==> src/rtl/multicycle_ctrl_if.sv <==
// Control bundle between the multi-cycle sequencer and the accumulator datapath/memory.
// master = sequencer side, slave = datapath/memory side.
interface multicycle_ctrl_if #(
   parameter int ALUW = 3
);
   logic [15:0]     ir;
   logic            acc_zero;
   logic            mem_ready;
   logic            mem_req;
   logic            mem_we;
   logic            addr_sel;
   logic            ir_write;
   logic            pc_write;
   logic            pc_src;
   logic            imm_sign;
   logic [ALUW-1:0] alu_op;
   logic            acc_write;
   logic            acc_src;
   logic            halted;
   logic            illegal;

   // mem_req is held with mem_we/addr_sel stable until the cycle mem_ready is high;
   // that cycle completes the transfer.
   modport master (
      input  ir, acc_zero, mem_ready,
      output mem_req, mem_we, addr_sel, ir_write, pc_write, pc_src, imm_sign,
             alu_op, acc_write, acc_src, halted, illegal
   );

   modport slave (
      output ir, acc_zero, mem_ready,
      input  mem_req, mem_we, addr_sel, ir_write, pc_write, pc_src, imm_sign,
             alu_op, acc_write, acc_src, halted, illegal
   );
endinterface

==> src/rtl/multicycle_ctrl.sv <==
// Multi-cycle FETCH/DECODE/EXEC/MEM/WB sequencer for the 16-bit accumulator CPU.
// Define ILLEGAL_TRAP_EN to halt on an undefined opcode; otherwise it executes as NOP.
module multicycle_ctrl #(
   parameter int OPW  = 5,
   parameter int ALUW = 3
) (
   input  logic              clk,
   input  logic              rst_n,
   multicycle_ctrl_if.master bus,
   output logic [2:0]        dbg_state_o
);

   typedef enum logic [2:0] {
      S_FETCH  = 3'd0,
      S_DECODE = 3'd1,
      S_EXEC   = 3'd2,
      S_MEM    = 3'd3,
      S_WB     = 3'd4,
      S_HALT   = 3'd5
   } state_e;

   localparam logic [OPW-1:0] OP_NOP  = OPW'(0);
   localparam logic [OPW-1:0] OP_ADDI = OPW'(1);
   localparam logic [OPW-1:0] OP_ANDI = OPW'(2);
   localparam logic [OPW-1:0] OP_ORI  = OPW'(3);
   localparam logic [OPW-1:0] OP_LD   = OPW'(4);
   localparam logic [OPW-1:0] OP_ST   = OPW'(5);
   localparam logic [OPW-1:0] OP_BEQZ = OPW'(6);
   localparam logic [OPW-1:0] OP_JMP  = OPW'(7);
   localparam logic [OPW-1:0] OP_HALT = OPW'(31);

   state_e          state_q, state_d;
   logic            active_q;
   logic [OPW-1:0]  opcode;
   logic [ALUW-1:0] alu_sel;
   logic            unused_imm;

   assign opcode      = bus.ir[15 -: OPW];
   assign unused_imm  = ^bus.ir[15-OPW:0];
   assign dbg_state_o = state_q;

   // active_q synchronises reset release: outputs stay 0 until the first edge
   // with rst_n high, and drop asynchronously the moment rst_n falls.
   always_ff @(posedge clk or negedge rst_n) begin
      if (!rst_n) begin
         state_q  <= S_FETCH;
         active_q <= 1'b0;
      end else begin
         active_q <= 1'b1;
         if (active_q) state_q <= state_d;
      end
   end

   always_comb begin
      state_d       = state_q;
      bus.mem_req   = 1'b0;
      bus.mem_we    = 1'b0;
      bus.addr_sel  = 1'b0;
      bus.ir_write  = 1'b0;
      bus.pc_write  = 1'b0;
      bus.pc_src    = 1'b0;
      bus.imm_sign  = 1'b0;
      bus.alu_op    = '0;
      bus.acc_write = 1'b0;
      bus.acc_src   = 1'b0;
      bus.halted    = 1'b0;
      bus.illegal   = 1'b0;

      alu_sel = '0;
      case (opcode)
         OP_ADDI: alu_sel = ALUW'(1);
         OP_ANDI: alu_sel = ALUW'(2);
         OP_ORI:  alu_sel = ALUW'(3);
         default: alu_sel = '0;
      endcase

      if (active_q) begin
         case (state_q)
            S_FETCH: begin
               bus.mem_req = 1'b1;
               if (bus.mem_ready) begin
                  bus.ir_write = 1'b1;
                  bus.pc_write = 1'b1;
                  state_d      = S_DECODE;
               end
            end
            S_DECODE: state_d = (opcode == OP_HALT) ? S_HALT : S_EXEC;
            S_EXEC: begin
               case (opcode)
                  OP_ADDI, OP_ANDI, OP_ORI: begin
                     bus.alu_op   = alu_sel;
                     bus.imm_sign = (opcode == OP_ADDI);
                     state_d      = S_WB;
                  end
                  OP_LD, OP_ST: begin
                     bus.imm_sign = 1'b1;
                     state_d      = S_MEM;
                  end
                  OP_BEQZ, OP_JMP: begin
                     bus.pc_write = (opcode == OP_JMP) | bus.acc_zero;
                     bus.pc_src   = 1'b1;
                     bus.imm_sign = 1'b1;
                     state_d      = S_FETCH;
                  end
                  OP_NOP:  state_d = S_FETCH;
                  OP_HALT: state_d = S_HALT;
                  default: begin
                     bus.illegal = 1'b1;
`ifdef ILLEGAL_TRAP_EN
                     state_d     = S_HALT;
`else
                     state_d     = S_FETCH;
`endif
                  end
               endcase
            end
            // Address = pass-B of sext(imm); held stable for the whole wait.
            S_MEM: begin
               bus.mem_req  = 1'b1;
               bus.addr_sel = 1'b1;
               bus.mem_we   = (opcode == OP_ST);
               bus.imm_sign = 1'b1;
               if (bus.mem_ready) begin
                  bus.acc_write = (opcode == OP_LD);
                  bus.acc_src   = (opcode == OP_LD);
                  state_d       = S_FETCH;
               end
            end
            S_WB: begin
               bus.alu_op    = alu_sel;
               bus.imm_sign  = (opcode == OP_ADDI);
               bus.acc_write = 1'b1;
               state_d       = S_FETCH;
            end
            S_HALT:  bus.halted = 1'b1;
            default: state_d = S_FETCH;
         endcase
      end
   end

endmodule

==> src/flat_wrapper.sv <==
// flat-port wrapper written by rule: the top's interface ports become plain ports
module multicycle_ctrl_flat 
#(
   parameter int OPW  = 5,
   parameter int ALUW = 3
)
  (clk, rst_n, dbg_state_o, bus_ir, bus_acc_zero, bus_mem_ready, bus_mem_req, bus_mem_we, bus_addr_sel, bus_ir_write, bus_pc_write, bus_pc_src, bus_imm_sign, bus_alu_op, bus_acc_write, bus_acc_src, bus_halted, bus_illegal);
  multicycle_ctrl_if #(.ALUW(ALUW)) bus_i ();
  input  logic clk;
  input  logic rst_n;
  output logic [2:0] dbg_state_o;
  input wire logic [$bits(bus_i.ir)-1:0] bus_ir;
  input wire logic [$bits(bus_i.acc_zero)-1:0] bus_acc_zero;
  input wire logic [$bits(bus_i.mem_ready)-1:0] bus_mem_ready;
  output wire logic [$bits(bus_i.mem_req)-1:0] bus_mem_req;
  output wire logic [$bits(bus_i.mem_we)-1:0] bus_mem_we;
  output wire logic [$bits(bus_i.addr_sel)-1:0] bus_addr_sel;
  output wire logic [$bits(bus_i.ir_write)-1:0] bus_ir_write;
  output wire logic [$bits(bus_i.pc_write)-1:0] bus_pc_write;
  output wire logic [$bits(bus_i.pc_src)-1:0] bus_pc_src;
  output wire logic [$bits(bus_i.imm_sign)-1:0] bus_imm_sign;
  output wire logic [$bits(bus_i.alu_op)-1:0] bus_alu_op;
  output wire logic [$bits(bus_i.acc_write)-1:0] bus_acc_write;
  output wire logic [$bits(bus_i.acc_src)-1:0] bus_acc_src;
  output wire logic [$bits(bus_i.halted)-1:0] bus_halted;
  output wire logic [$bits(bus_i.illegal)-1:0] bus_illegal;
  assign bus_i.ir = bus_ir;
  assign bus_i.acc_zero = bus_acc_zero;
  assign bus_i.mem_ready = bus_mem_ready;
  assign bus_mem_req = bus_i.mem_req;
  assign bus_mem_we = bus_i.mem_we;
  assign bus_addr_sel = bus_i.addr_sel;
  assign bus_ir_write = bus_i.ir_write;
  assign bus_pc_write = bus_i.pc_write;
  assign bus_pc_src = bus_i.pc_src;
  assign bus_imm_sign = bus_i.imm_sign;
  assign bus_alu_op = bus_i.alu_op;
  assign bus_acc_write = bus_i.acc_write;
  assign bus_acc_src = bus_i.acc_src;
  assign bus_halted = bus_i.halted;
  assign bus_illegal = bus_i.illegal;
  multicycle_ctrl #(.OPW(OPW), .ALUW(ALUW)) u_core (.clk(clk), .rst_n(rst_n), .bus(bus_i), .dbg_state_o(dbg_state_o));
endmodule
==> config.mk <==
export PLATFORM = sky130hd
export DESIGN_NAME = multicycle_ctrl_flat
export DESIGN_NICKNAME = d
export VERILOG_FILES = /design/src/rtl/multicycle_ctrl_if.sv /design/src/rtl/multicycle_ctrl.sv /design/src/flat_wrapper.sv
export SDC_FILE = /design/constraint.sdc
export NUM_CORES = 1
export LEC_CHECK = 0
export BUFFER_PORTS_ARGS = -buffer_cell sky130_fd_sc_hd__buf_4
export CAP_MARGIN = 10
export CORE_AREA = 2 2 39 41
export CTS_BUF_LIST = sky130_fd_sc_hd__clkbuf_4 sky130_fd_sc_hd__clkbuf_8 sky130_fd_sc_hd__clkbuf_16
export CTS_CLUSTER_DIAMETER = 150
export DETAILED_ROUTE_END_ITERATION = 6
export DIE_AREA = 0 0 41 43
export GPL_TIMING_DRIVEN = 0
export PLACE_DENSITY = 0.74
export SLEW_MARGIN = 20
export SYNTH_ARGS = -nofsm -noshare
export SYNTH_HDL_FRONTEND = slang
export SYNTH_SLANG_ARGS = --single-unit
==> constraint.sdc <==
create_clock -name clk -period 1.35 [get_ports clk]
set_input_delay 0.0675 -clock clk [delete_from_list [all_inputs] [get_ports clk]]
set_output_delay 0.0675 -clock clk [all_outputs]
set_load 0.02 [all_outputs]
==> metrics.md <==
| Metric | Value |
|---|---|
| Post-synthesis sequential area ratio | `a little over a fifth` |
| Grt total ovfl | `0` |
| Core Util, Final | `67.0%` |
| Post-Syn Instances | `67` |
| Clock power frac | `15.6%` |
| Starting density of the core | `between 30% and 40%` |
| Die area | `0.00176 mm^2` |
| Die Span Y | `43 um` |
| Share of Yosys cell area claimed by the top area cell type | `21.0%` |
| Post-synthesis cell area | `~480 um^2` |
| Die W | `41 um` |
| Final WL | `1.75 mm` |
| I/O Pins | `37` |
| Total global-route track usage | `22.2%` |
| Diode count | `0` |
| Initial antenna violation count | `0` |
| Area leader, netlist | `dfrtp_1` |
| Peak supply drop | `1.01 mV` |
| RSZ-0062 raised after global routing | `yes` |
| Number of DRC markers in iteration 0 | `8` |
| Layout filler cell count | `111` |
| Routed vias/inst | `5.35` |
| Final setup fails | `13` |
| CTS tree | `yes` |
| Async set-reset flop share out of synthesis | `100%` |
| Dpl cell area | `708 um^2` |
| Synth top cells by count | `nor2_1, nand2_1, a21oi_1, dfrtp_1, nor2b_1` |
| Hold Crit Class | `in2async` |
| Avg Cell Area, Syn | `7.12 um^2` |
| Crit Reg-Reg Startpoint | `u_core.dbg_state_o[1]` |
| Clock sinks | `4` |
| Worst skew pair latency | `0.27 ns` |
| Antenna-violating nets left | `0` |
| Static Leak | `0.451 nW` |
| Layout cells sized above 1 | `between 60% and 70%` |
| Crit end category | `primary output` |
| Clock Tree Buf Depth | `2` |
| WP data arrival | `1.51 ns` |
| Met1 Use GR | `about 30%` |
| Clock root cell | `clkbuf_4` |
| I/O Buffers | `24` |
| Slew Viols, Final | `0` |
| Violations in the final reports | `negative setup slack` |
| Minimum clock period | `about 1.6 ns` |
| Internal power | `0.756 mW` |
| Fin cells | `roughly 120` |
| CP required | `1.28 ns` |
| GR peak layer | `met2` |
| P_sw | `between 0.5 and 0.6 mW` |
| Fin. Hold Viols | `0` |
| Setup Crit Path Kind | `reg2out` |
| Routed len/inst | `14.1 um` |
| Top-count cell post-synth | `nor2_1` |
| Post-synth EDFFs | `0` |
| Reg power frac | `14.5%` |
| Main synth FF type | `dfrtp_1` |
| Pwr dens | `1460 mW/mm^2` |
| Fmax | `636 MHz` |
| Row cnt | `14` |
| Top cells by area, synth | `dfrtp_1, nor2_1, nand2_1` |
| Residual DRC | `0` |
| Final nets | `129` |
| Net Count, Synth | `87` |
| Core Footprint | `0.00138 mm^2` |
| Final instance area | `927 um^2` |
| Final RePlAce weighted congestion | `0.819` |
| Synth cell types | `31` |
| Switch share | `44.0%` |
| M2 GR Usage | `29.4%` |
| Pre-antenna DRT Iters | `4` |
| Comb power frac | `69.9%` |
| Via count of the first global-routing pass | `530` |
| Synth Register Bits | `4` |
| Clock skew | `0.0217 ns` |
| TritonCTS buffer count | `3` |
| Outcome | `complete, but fails checks` |
| Syn. warnings | `0` |
| Crit path launch type | `register` |
| DP Cell Count | `107` |
| Maxcap violations | `0` |
| Clk slew on worst S/H paths | `0.06 ns` |
| Worst setup margin | `-0.223 ns` |
| First-pass GRT wire length | `2.55 mm` |
| Pin count of the biggest net entering global routing | `11` |
| Met3 usage | `4.71%` |
| Layout area overhead | `94.5%` |
| DP HPWL | `1.00 mm` |
| Setup crit start | `u_core.dbg_state_o[1]` |
| Vias | `663` |
| Final period util | `117%` |
| Max H-tree Level | `1` |
| Critical Path Fanout Max | `3` |
==> final timing paths <==
| kind | endpoint | slack (ns) | cells after the start |
|---|---|---|---|
| setup / recovery | bus_pc_write | -0.22 | 5 |
| hold / removal | u_core.dbg_state_o[1] | 0.15 | 2 |
| setup reg to reg | u_core.dbg_state_o[0] | -0.03 | 7 |
| hold reg to reg | u_core.dbg_state_o[0] | 0.74 | 3 |
| max in group asynchronous | u_core.active_q | 1.06 | 2 |
| min in group clk | u_core.dbg_state_o[2] | 0.20 | 4 |
==> layout make-up <==
cell class	instances	area (um^2)	share of cell area, %
Inverter	1	3.75	0.405
Multi-Input combinational cell	58	423	45.6
Sequential cell	4	103	11.1
Buffer	3	30.0	3.24
Clock buffer	4	30.0	3.24
Timing Repair Buffer	38	318	34.3
Tap cell	16	20.0	2.16
==> cells by family after synthesis <==
group,Yosys count,synth area share (%)
and+or+nand+nor,42,53.0
AOI/OAI and AO/OA,13,17.1
buffers and inverters,5,5.51
DFF,4,21.0
other,2,1.58
xor gates and xnor gates,1,1.84
==> metrics by stage <==
stage | setup TNS [ns] | power (mW) | hold slack [ns] | setup WS [ns]
after floorplan | -0.103 | 0.629 | -0.228 | -0.0470
after global placement | -0.0198 | 0.841 | -0.137 | -0.0179
after detailed placement | -0.0354 | 0.846 | -0.132 | -0.0301
after CTS | -1.54 | 1.17 | 0.132 | -0.225
after global routing | -2.27 | 1.41 | 0.173 | -0.294
final | -1.62 | 1.35 | 0.148 | -0.223
==> state kept, by name (all words and copies together), names as in the netlist <==
register / flops
u_core.active_q: 1
u_core.dbg_state_o: 3
==> layout by cell type (no fill, tap or decap), drive strengths merged, types with 2 or more instances in the layout <==
master,synthesis,routed
a21oi,4,4
a22oi,2,2
and2,2,2
and3,3,3
and4,2,2
buf,4,40
clkbuf,0,4
conb,2,2
dfrtp,4,4
nand2,7,7
nand2b,3,3
nor2,12,12
nor2b,5,5
nor3,2,2
o21ai,3,3
o221ai,2,2
==> layer usage <==
layer  vias to the layer above  part of all wire [%]
li1                        318                     -
met1                       305                    40
met2                        32                    48
met3                         8                   7.5
met4                         0                   3.6
met5                         -                     0
==> power by group through the flow <==
stage	Clock (mW)	Combinational [mW]	Sequential [mW]
after detailed placement	0	0.662	0.184
after CTS	0.209	0.764	0.193
final	0.210	0.943	0.196
after floorplan	0	0.407	0.222
after global routing	0.213	1.00	0.202
after global placement	0	0.657	0.184
==> worst max-delay path, cell delays in order, from the launching register on <==
cell,delay (ns)
dfrtp_1,0.38
nor2b_2,0.23
and2_4,0.17
and4_4,0.21
a21o_1,0.12
buf_4,0.13
==> timing repair <==
action | 4_1_cts | 5_1_grt
gates resized for setup | 12 | 14
setup endpoints to repair | 13 | 14
hold buffers | 1 | 0
buffers inserted | 8 | 5
hold endpoints to repair | 4 | 0
pin swaps | 7 | 5
Power figures use the tool's default switching activity.
